--- config.mk ---
export PLATFORM = sky130hd
export DESIGN_NAME = turn_sequencer
export DESIGN_NICKNAME = d
export VERILOG_FILES = /design/src/rtl/turn_sequencer.sv
export SDC_FILE = /design/constraint.sdc
export NUM_CORES = 1
export LEC_CHECK = 0
export CAP_MARGIN = 40
export CORE_ASPECT_RATIO = 1.1
export CORE_MARGIN = 1
export CORE_UTILIZATION = 33
export CTS_CLUSTER_DIAMETER = 60
export CTS_CLUSTER_SIZE = 10
export DETAILED_ROUTE_END_ITERATION = 8
export DONT_BUFFER_PORTS = 1
export GPL_ROUTABILITY_DRIVEN = 0
export PLACE_DENSITY = 0.53
export SYNTH_ARGS = -nofsm -noshare
export SYNTH_HDL_FRONTEND = slang
export SYNTH_SLANG_ARGS = --single-unit
--- constraint.sdc ---
create_clock -name clk -period 4.35 [get_ports clk]
set_clock_uncertainty 0.15 [all_clocks]
set_input_delay 0.435 -clock clk [delete_from_list [all_inputs] [get_ports clk]]
set_output_delay 0.435 -clock clk [all_outputs]
set_load 0.1 [all_outputs]
--- src/rtl/turn_sequencer.sv ---
// Checkers move sequencer: validates a selected piece, waits for the legal-move mask,
// then commits a move as single-square board writes (source, destination, capture).
module turn_sequencer (
   input  logic         clk,
   input  logic         rst,
   input  logic         sel_btn,
   input  logic [5:0]   cursor_loc,
   input  logic [191:0] serialized_board,
   input  logic [63:0]  legal_mask,
   input  logic         legal_valid,
   input  logic         jump_avail,
   output logic [5:0]   select_loc,
   output logic         sel_active,
   output logic         wr_en,
   output logic [5:0]   wr_addr,
   output logic [2:0]   wr_data,
   output logic         turn,
   output logic [7:0]   turn_count,
   output logic         busy,
   output logic [2:0]   dbg_state_o
);

   // IDLE encodes as 0 so the debug state reads 0 out of reset.
   typedef enum logic [2:0] {
      S_IDLE, S_WAIT_LEGAL, S_PICKED, S_WR_SRC,
      S_WR_DST, S_WR_CAP, S_CHAIN_WAIT, S_NEXT_TURN
   } state_t;

   state_t      state_q;
   logic        sel_q;
   logic [5:0]  select_loc_q;
   logic        sel_active_q;
   logic        wr_en_q;
   logic [5:0]  wr_addr_q;
   logic [2:0]  wr_data_q;
   logic        turn_q;
   logic [7:0]  turn_count_q;
   logic        chaining_q;
   logic        entry_q;
   logic [5:0]  src_q;
   logic [5:0]  dst_q;
   logic        jump_q;
   logic        promo_q;
   logic [2:0]  piece_q;

   logic        sel_edge_d;
   logic [7:0]  cur_idx_d;
   logic [7:0]  sel_idx_d;
   logic [2:0]  cur_code_d;
   logic [2:0]  sel_code_d;
   logic        own_cur_d;
   logic [3:0]  drow_d;
   logic        jump_d;
   logic        promo_d;
   logic [2:0]  dst_code_d;
   logic [5:0]  cap_addr_d;

   function automatic logic owns(input logic [2:0] code, input logic side);
      return side ? (code == 3'd3 || code == 3'd4) : (code == 3'd1 || code == 3'd2);
   endfunction

   assign sel_edge_d = sel_btn & ~sel_q;
   assign cur_idx_d  = 8'(cursor_loc) * 8'd3;
   assign sel_idx_d  = 8'(select_loc_q) * 8'd3;
   assign cur_code_d = serialized_board[cur_idx_d +: 3];
   assign sel_code_d = serialized_board[sel_idx_d +: 3];
   assign own_cur_d  = owns(cur_code_d, turn_q);

   // A row distance of 2 in either direction marks a capture.
   assign drow_d     = {1'b0, cursor_loc[5:3]} - {1'b0, select_loc_q[5:3]};
   assign jump_d     = (drow_d == 4'd2) || (drow_d == 4'd14);

   assign promo_d    = (piece_q == 3'd1 && dst_q[5:3] == 3'd0) ||
                       (piece_q == 3'd3 && dst_q[5:3] == 3'd7);
   assign dst_code_d = promo_d ? piece_q + 3'd1 : piece_q;
   assign cap_addr_d = 6'(({1'b0, src_q} + {1'b0, dst_q}) >> 1);

   always_ff @(posedge clk or negedge rst) begin
      if (!rst) begin
         state_q      <= S_IDLE;
         sel_q        <= 1'b0;
         select_loc_q <= 6'd0;
         sel_active_q <= 1'b0;
         wr_en_q      <= 1'b0;
         wr_addr_q    <= 6'd0;
         wr_data_q    <= 3'd0;
         turn_q       <= 1'b0;
         turn_count_q <= 8'd0;
         chaining_q   <= 1'b0;
         entry_q      <= 1'b0;
         src_q        <= 6'd0;
         dst_q        <= 6'd0;
         jump_q       <= 1'b0;
         promo_q      <= 1'b0;
         piece_q      <= 3'd0;
      end else begin
         sel_q   <= sel_btn;
         wr_en_q <= 1'b0;
         case (state_q)
            S_IDLE: begin
               if (sel_edge_d && own_cur_d) begin
                  select_loc_q <= cursor_loc;
                  sel_active_q <= 1'b1;
                  entry_q      <= 1'b1;
                  state_q      <= S_WAIT_LEGAL;
               end
            end
            S_WAIT_LEGAL: begin
               if (entry_q) begin
                  entry_q <= 1'b0;
               end else if (legal_valid) begin
                  if (legal_mask == 64'd0) begin
                     sel_active_q <= 1'b0;
                     state_q      <= S_IDLE;
                  end else begin
                     state_q <= S_PICKED;
                  end
               end
            end
            S_PICKED: begin
               if (sel_edge_d) begin
                  if (cursor_loc == select_loc_q && !chaining_q) begin
                     sel_active_q <= 1'b0;
                     state_q      <= S_IDLE;
                  end else if (legal_mask[cursor_loc]) begin
                     dst_q     <= cursor_loc;
                     src_q     <= select_loc_q;
                     jump_q    <= jump_d;
                     piece_q   <= sel_code_d;
                     wr_en_q   <= 1'b1;
                     wr_addr_q <= select_loc_q;
                     wr_data_q <= 3'd0;
                     state_q   <= S_WR_SRC;
                  end else if (own_cur_d && !chaining_q) begin
                     select_loc_q <= cursor_loc;
                     entry_q      <= 1'b1;
                     state_q      <= S_WAIT_LEGAL;
                  end
               end
            end
            S_WR_SRC: begin
               wr_en_q   <= 1'b1;
               wr_addr_q <= dst_q;
               wr_data_q <= dst_code_d;
               promo_q   <= promo_d;
               state_q   <= S_WR_DST;
            end
            S_WR_DST: begin
               if (jump_q) begin
                  wr_en_q   <= 1'b1;
                  wr_addr_q <= cap_addr_d;
                  wr_data_q <= 3'd0;
                  state_q   <= S_WR_CAP;
               end else begin
                  state_q <= S_NEXT_TURN;
               end
            end
            S_WR_CAP: begin
               // A promoting capture ends the turn; otherwise the piece may keep jumping.
               if (promo_q) begin
                  state_q <= S_NEXT_TURN;
               end else begin
                  select_loc_q <= dst_q;
                  chaining_q   <= 1'b1;
                  entry_q      <= 1'b1;
                  state_q      <= S_CHAIN_WAIT;
               end
            end
            S_CHAIN_WAIT: begin
               if (entry_q) begin
                  entry_q <= 1'b0;
               end else if (legal_valid) begin
                  state_q <= jump_avail ? S_PICKED : S_NEXT_TURN;
               end
            end
            S_NEXT_TURN: begin
               turn_q       <= ~turn_q;
               turn_count_q <= turn_count_q + 8'd1;
               sel_active_q <= 1'b0;
               chaining_q   <= 1'b0;
               state_q      <= S_IDLE;
            end
            default: state_q <= S_IDLE;
         endcase
      end
   end

   assign select_loc  = select_loc_q;
   assign sel_active  = sel_active_q;
   assign wr_en       = wr_en_q;
   assign wr_addr     = wr_addr_q;
   assign wr_data     = wr_data_q;
   assign turn        = turn_q;
   assign turn_count  = turn_count_q;
   assign busy        = !(state_q == S_IDLE || state_q == S_PICKED);
   assign dbg_state_o = state_q;

endmodule

==> results.py, run 1 <==
metrics = {
    "run_status": {
        "status": "complete, no violations",
    },
    "power_and_ir_drop": {
        "vdd_drop_max_uv": 527,
        "p_per_area_nw_per_um2": 644,
        "leakage_nw": 2.69,
    },
    "global_route": {
        "grt_pass1_vias": 5686,
        "grt_pass1_wl_um": 34400,
        "grt_max_degree": 62,
        "grt_usage": 0.225,
        "antenna_found_initial": 2,
        "grt-ovfl-total": 0,
    },
    "layout": {
        "fin_util": 0.387,
        "fillers": 1808,
        "multi_input_area_um2": 4990,
        "syn2layout_area_growth_pct": 13.9,
        "nets": 797,
        "drive_above_1_share": 0.398,
        "area.sequential_um2": 1240,
        "finalNonFillerCells": 768,
    },
    "routing": {
        "routed_wl_um": 22800,
        "final_antenna_net_count": 0,
        "drc": 0,
        "drt_first_iter_violations": 313,
        "dr_total_vias": 5263,
        "wl_per_cell_um": 29.6,
        "first_pass_iters": 5,
        "vias_per_cell": 6.85,
    },
    "timing": {
        "final-setup-viol-count": 0,
        "slew_viol_final": 0,
        "timing.final.ws_setup_ns": 1.02,
        "post-route-min-period_ns": 3.33,
        "rsz0062_at_grt": "no",
        "finalCritPeriodShare": 0.764,
        "hold_violations": 0,
        "tns_ns": 0,
        "slew_headroom": 0.426,
        "worst_pin_slew_ns": 0.861,
        "fmax_ghz": 0.301,
    },
    "yosys": {
        "synth_cell_types": 64,
        "synth_seq_cells": 49,
        "synth_edf_count": 0,
        "synth-seq-area-share": 0.188,
        "synth_top_area_frac": 0.431,
        "avgSynthCellArea_um2": 12.6,
        "synth_area_um2": 6530,
        "postSynthCellCount": 520,
        "ys_top_cells_by_area": "mux4_2 (43%), dfrtp_1 (19%), mux2_2 (3.4%), mux4_1 (2.4%), ha_1 (2.3%)",
        "synth_fp_nets": 801,
        "synth_ff_type": "dfrtp_1",
        "synth_warnings": 0,
        "synthArstFlopShare": 1.00,
        "netlist.top_cell.by_area": "mux4_2",
    },
    "placement": {
        "pre_cts_ws_ns": 0.746,
        "port_buffers": 0,
        "place_hpwl_um": 18300,
        "dp.cells": 754,
    },
    "critical_path": {
        "crit_required_ns": 4.38,
        "r2r_end": "select_loc[2]$_DFFE_PN0P_",
        "crit_path_end_kind": "flip-flop",
        "cp-start-kind": "input port",
        "critPathKind": "input port to flip-flop",
        "r2r-start": "select_loc[5]$_DFFE_PN0P_",
        "rrSetupSlack_ns": 1.22,
        "ff2ff_path_depth": 11,
        "crit_fanout": 61,
        "cp.arrival_ns": 3.35,
        "critPathCapture": "select_loc[2]$_DFFE_PN0P_",
        "crit_start": "cursor_loc[0]",
    },
    "clocking": {
        "clkTransAtPathRegs_ns": 0.07,
        "cts_root_buf": "clkbuf_16",
        "clock_latency_ns": 0.29,
        "clk_path_buf_depth": 2,
        "clkSinkCount": 49,
        "cts_tree": "yes",
        "cts_buffers": 5,
        "h-tree-depth": 2,
    },
    "floorplan": {
        "die_w_um": 136,
        "core_area_um2": 19200,
        "die_area_um2": 20400,
        "pin_count": 297,
        "die_height_um": 150,
        "initial_core_util": 0.340,
        "rows": 53,
    },
    "worst_hold_path": {
        "hold_class": "input port to flip-flop",
    },
    "flow_run": {
        "drv_cap": 0,
    },
}
==> metrics by stage <==
stage / cell area, um2 / power, mW / hold slack (ns)
finish: 7440 / 4.79 / 0.0237
floorplan: 6530 / 3.46 / -0.0106
global route: 7430 / 5.06 / 0.00977
global placement: 6680 / 3.98 / -0.00874
detailed placement: 7240 / 4.41 / -0.00945
CTS: 7430 / 4.83 / 0.0163
==> per-layer routing <==
| metal | GRT usage | wire (um) | vias to the layer above |
|---|---|---|---|
| li1 | - | - | 2180 |
| met1 | 0.267 | 8220 | 2729 |
| met2 | 0.407 | 12200 | 322 |
| met3 | 0.0512 | 1880 | 32 |
| met4 | 0.0567 | 515 | 0 |
| met5 | 0 | 0 | - |
==> flip-flops by register name, summed over array words and instances, names as in the netlist, 3 cells and up <==
signal and cells:
wr_data 3, dst_q 6, select_loc 6, piece_q 3
wr_addr 6, turn_count 8, dbg_state_o 3, src_q 6
==> cell families after synthesis <==
logic type      after synthesis  synth area share
mux                         168             0.520
flops                        49             0.188
xor+xnor                     17            0.0228
compound gates               78            0.0826
fa+ha+maj                    14            0.0291
simple gates                135             0.109
buf+inv                      59            0.0488
==> where the power goes <==
group	total, mW	switching (mW)	leakage [nW]	internal (mW)
sequential	1.01	0.358	0.607	0.650
clock	0.393	0.179	0.0702	0.214
combinational	3.39	1.78	2.01	1.61
==> Yosys cell counts, drive strengths merged, types with 2 or more instances <==
library cell,n
dfrtp,49
a22oi,5
nand3,12
nor4,18
mux2i,12
fa,2
mux4,131
nor3b,2
o22ai,4
o21ai,17
nand2b,11
and2,3
nor3,5
a221oi,4
xnor2,12
inv,12
ha,12
o31ai,4
nand4,10
a21boi,2
mux2,25
a21oi,13
a311o,2
or2,2
nor2b,6
nand2,33
xor2,5
a31oi,6
or3,3
and3,2
nor2,23
a211oi,5
clkbuf,18
buf,28
o211ai,3
a21o,5
==> layout by cell type (no fill, tap or decap), drive strengths merged, types with 2 or more instances in the layout <==
cell type / count
mux4: 131
dfrtp: 49
buf: 34
nand2: 33
mux2: 25
nor2: 23
nor4: 18
o21ai: 17
a21oi: 13
inv: 13
xnor2: 12
nand3: 12
mux2i: 12
ha: 12
nand2b: 11
nand4: 10
nor2b: 6
a31oi: 6
nor3: 5
a22oi: 5
a21o: 5
xor2: 5
clkbuf: 5
a211oi: 5
diode: 4
o31ai: 4
o22ai: 4
a221oi: 4
and2: 3
or3: 3
o211ai: 3
or2: 2
and3: 2
a311o: 2
fa: 2
clkinv: 2
a21boi: 2
nor3b: 2
==> worst max-delay path, cell delays in order <==
cell,delay [ns]
mux4_1,0.60
a22oi_1,0.24
a311o_1,0.19
o31ai_1,0.06
a41o_1,0.27
xnor2_1,0.17
o311a_1,0.36
a21oi_1,0.21
nor3b_4,0.45
mux2_4,0.34
==> layout make-up <==
cell class / instances / share of cell area
sequential: 49 / 0.166
antenna: 4 / 0.00135
clock inverter: 3 / 0.00286
timing repair buffer: 35 / 0.0944
inverter: 13 / 0.00656
tap: 247 / 0.0415
multi-input combinational: 412 / 0.670
clock buffer: 5 / 0.0168
==> how the worst min path moves through the flow <==
stage	startpoint	endpoint	slack [ns]	cells past startpoint
finish	sel_btn	sel_q$_DFF_PN0_	0.02	0
floorplan	rst	chaining_q$_DFFE_PN0P_	-0.01	0
global route	sel_btn	sel_q$_DFF_PN0_	0.01	0
CTS	sel_btn	sel_q$_DFF_PN0_	0.02	0
detailed placement	rst	turn_count[2]$_DFFE_PN0P_	-0.009	0
global placement	rst	turn_count[0]$_DFFE_PN0P_	-0.009	0
==> repair_timing <==
action                                 in CTS  in global routing
hold buffers                                2                  0
gates resized for setup                     0                  0
setup buffers                               0                  0
endpoints found under the hold margin      49                  0
(Power assumes the default switching activity.)
==> run 2: changes to the inputs <==
--- a/config.mk
+++ b/config.mk
@@ -14,7 +14,7 @@
 export DETAILED_ROUTE_END_ITERATION = 8
 export DONT_BUFFER_PORTS = 1
 export GPL_ROUTABILITY_DRIVEN = 0
-export PLACE_DENSITY = 0.53
+export PLACE_DENSITY = 0.54
 export SYNTH_ARGS = -nofsm -noshare
 export SYNTH_HDL_FRONTEND = slang
 export SYNTH_SLANG_ARGS = --single-unit
==> constraint.sdc (replaced) <==
create_clock -name clk -period 2.8 [get_ports clk]
set_clock_uncertainty 0.15 [all_clocks]
set_input_delay 0.28 -clock clk [delete_from_list [all_inputs] [get_ports clk]]
set_output_delay 0.28 -clock clk [all_outputs]
set_load 0.1 [all_outputs]
==> run 2 against run 1 <==
The run now ends with setup timing left; worst hold slack improved by 0.042 ns; flip-flop and latch count unchanged; first-iteration DRC count decreased by 2.6%; sequential power grew 74%; critical path type unchanged; largest power group unchanged.
==> results.py, run 2 (synthesis gave the netlist of run 1 again) <==
metrics = {
    "timing": {
        "hold_violations": 0,
        "final-setup-viol-count": 11,
        "worst_pin_slew_ns": 0.903,
        "timing.final.ws_setup_ns": -0.0962,
        "fmax_ghz": 0.345,
        "fin_hold_ws_ns": 0.0655,
        "slew_headroom": 0.398,
        "post-route-min-period_ns": 2.90,
        "slew_viol_final": 0,
        "rsz0062_at_grt": "yes",
        "finalCritPeriodShare": 1.03,
    },
    "critical_path": {
        "cp_slowest_cell": "mux4_2",
        "cp-start-kind": "input port",
        "crit_path_end_kind": "flip-flop",
        "critPathKind": "input port to flip-flop",
        "cp.arrival_ns": 2.92,
        "crit_buf_inv": 0,
        "cpLargestDelayFamily": "simple AND/OR/NAND/NOR gates",
        "crit_fanout": 45,
        "ff2ff_path_depth": 5,
        "cp_cell_sequence": "mux4_2 > mux2_2 > or3_1 > nand4_1 > nand2_1 > or3_4 > o211ai_4 > nor3_1 > or3b_4 > mux2_4",
        "crit_cells": 10,
        "cpPeakStageDelay_ns": 0.50,
        "crit_required_ns": 2.82,
    },
    "layout": {
        "layout_commonest_cell": "mux4_2",
        "drive_above_1_share": 0.468,
        "nets": 836,
        "fillers": 1812,
        "largest_reg_flops": 8,
        "layout_common_cells": "mux4_2 (128), buf_4 (48), dfrtp_1 (43)",
        "fin_util": 0.399,
        "syn2layout_area_growth_pct": 17.6,
    },
    "worst_hold_path": {
        "min_path_cells": 2,
        "hold_class": "input port to flip-flop",
    },
    "power_and_ir_drop": {
        "leakage_nw": 2.84,
        "vdd_drop_max_uv": 718,
        "p_per_area_nw_per_um2": 1030,
    },
    "placement": {
        "place_hpwl_um": 17800,
        "port_buffers": 0,
        "pre_cts_ws_ns": -0.521,
    },
    "routing": {
        "wl_per_cell_um": 28.2,
        "drc": 0,
        "first_pass_iters": 5,
        "dr_total_vias": 5410,
        "drt_first_iter_violations": 305,
        "final_antenna_net_count": 0,
        "routed_wl_um": 22700,
        "vias_per_cell": 6.72,
    },
    "floorplan": {
        "die_area_um2": 20400,
        "pin_count": 297,
        "rows": 53,
        "die_w_um": 136,
        "die_height_um": 150,
        "initial_core_util": 0.340,
        "core_area_um2": 19200,
    },
    "flow_run": {
        "drv_cap": 0,
    },
    "run_status": {
        "status": "complete, but fails checks",
        "violations": "setup timing",
    },
    "global_route": {
        "grt-ovfl-total": 0,
        "antenna_found_initial": 2,
        "grt_max_degree": 62,
        "grt_pass1_vias": 5711,
        "grt_pass1_wl_um": 33500,
        "grt_usage": 0.219,
    },
    "clocking": {
        "clkSinkCount": 49,
        "cts_tree": "yes",
        "cts_root_buf": "clkbuf_16",
        "clock_latency_ns": 0.29,
        "clkTransAtPathRegs_ns": 0.07,
        "cts_buffers": 5,
        "h-tree-depth": 2,
        "clk_path_buf_depth": 2,
    },
}
-- run 2: final timing paths --
kind                                                 from                          to  slack (ns)
worst max-delay path                        cursor_loc[2]  dbg_state_o[1]$_DFFE_PN0P_        -0.1
worst min-delay path                        cursor_loc[4]   select_loc[4]$_DFFE_PN0P_        0.07
worst max register to register  select_loc[0]$_DFFE_PN0P_      piece_q[0]$_DFFE_PN0P_       -0.02
worst min register to register       src_q[0]$_DFFE_PN0P_        src_q[0]$_DFFE_PN0P_        0.37
max in group asynchronous                             rst   select_loc[1]$_DFFE_PN0P_        1.89
min in group asynchronous                             rst      piece_q[0]$_DFFE_PN0P_        0.38
-- run 2: repair_timing --
item | in CTS | in global routing
pin swaps | 10 | 3
endpoints found under the hold margin | 54 | 1
cloned | 1 | 4
buffers inserted | 3 | 7
resized for setup | 14 | 15
endpoints found under the setup margin | 11 | 13
hold buffers | 7 | 1
-- run 2: final cells by class --
class	instances	area [um2]	area share
diodes	2	5.00	0.000652
clock buffers	5	125	0.0163
clock inverters	3	68.8	0.00896
inverters	13	48.8	0.00635
multi-input cells	412	5060	0.660
flip-flops and latches	49	1240	0.161
well taps	247	309	0.0402
repair buffers	74	818	0.107
-- run 2: power by group --
group | leakage (nW) | internal (mW) | switching (mW) | total [mW]
Combinational | 2.14 | 2.65 | 2.68 | 5.33
Sequential | 0.605 | 1.01 | 0.750 | 1.76
Clock | 0.0944 | 0.515 | 0.271 | 0.786
-- run 2: per-stage QoR --
stage | total power [mW] | setup TNS [ns] | cells | cell area (um2)
2_1_floorplan | 5.49 | -5.85 | 520 | 6660
3_3_place_gp | 6.47 | -5.63 | 769 | 7010
3_5_place_dp | 6.65 | -6.24 | 773 | 7120
4_1_cts | 7.59 | -0.173 | 792 | 7490
5_1_grt | 8.31 | -1.21 | 803 | 7670
6_report | 7.87 | -0.542 | 805 | 7680
-- run 2: metal layers --
layer | global-route usage | up-vias | routed length (um)
li1 | - | 2249 | -
met1 | 0.264 | 2775 | 8130
met2 | 0.366 | 322 | 11400
met3 | 0.0671 | 62 | 2260
met4 | 0.0828 | 2 | 899
met5 | 0 | - | 13
==> run 3: changes to the inputs <==
--- a/config.mk
+++ b/config.mk
@@ -9,7 +9,6 @@
 export CORE_ASPECT_RATIO = 1.1
 export CORE_MARGIN = 1
 export CORE_UTILIZATION = 33
-export CTS_CLUSTER_DIAMETER = 60
 export CTS_CLUSTER_SIZE = 10
 export DETAILED_ROUTE_END_ITERATION = 8
 export DONT_BUFFER_PORTS = 1
==> results of run 3 <==
The final DEF is identical to that of run 2; final timing and power are the same.
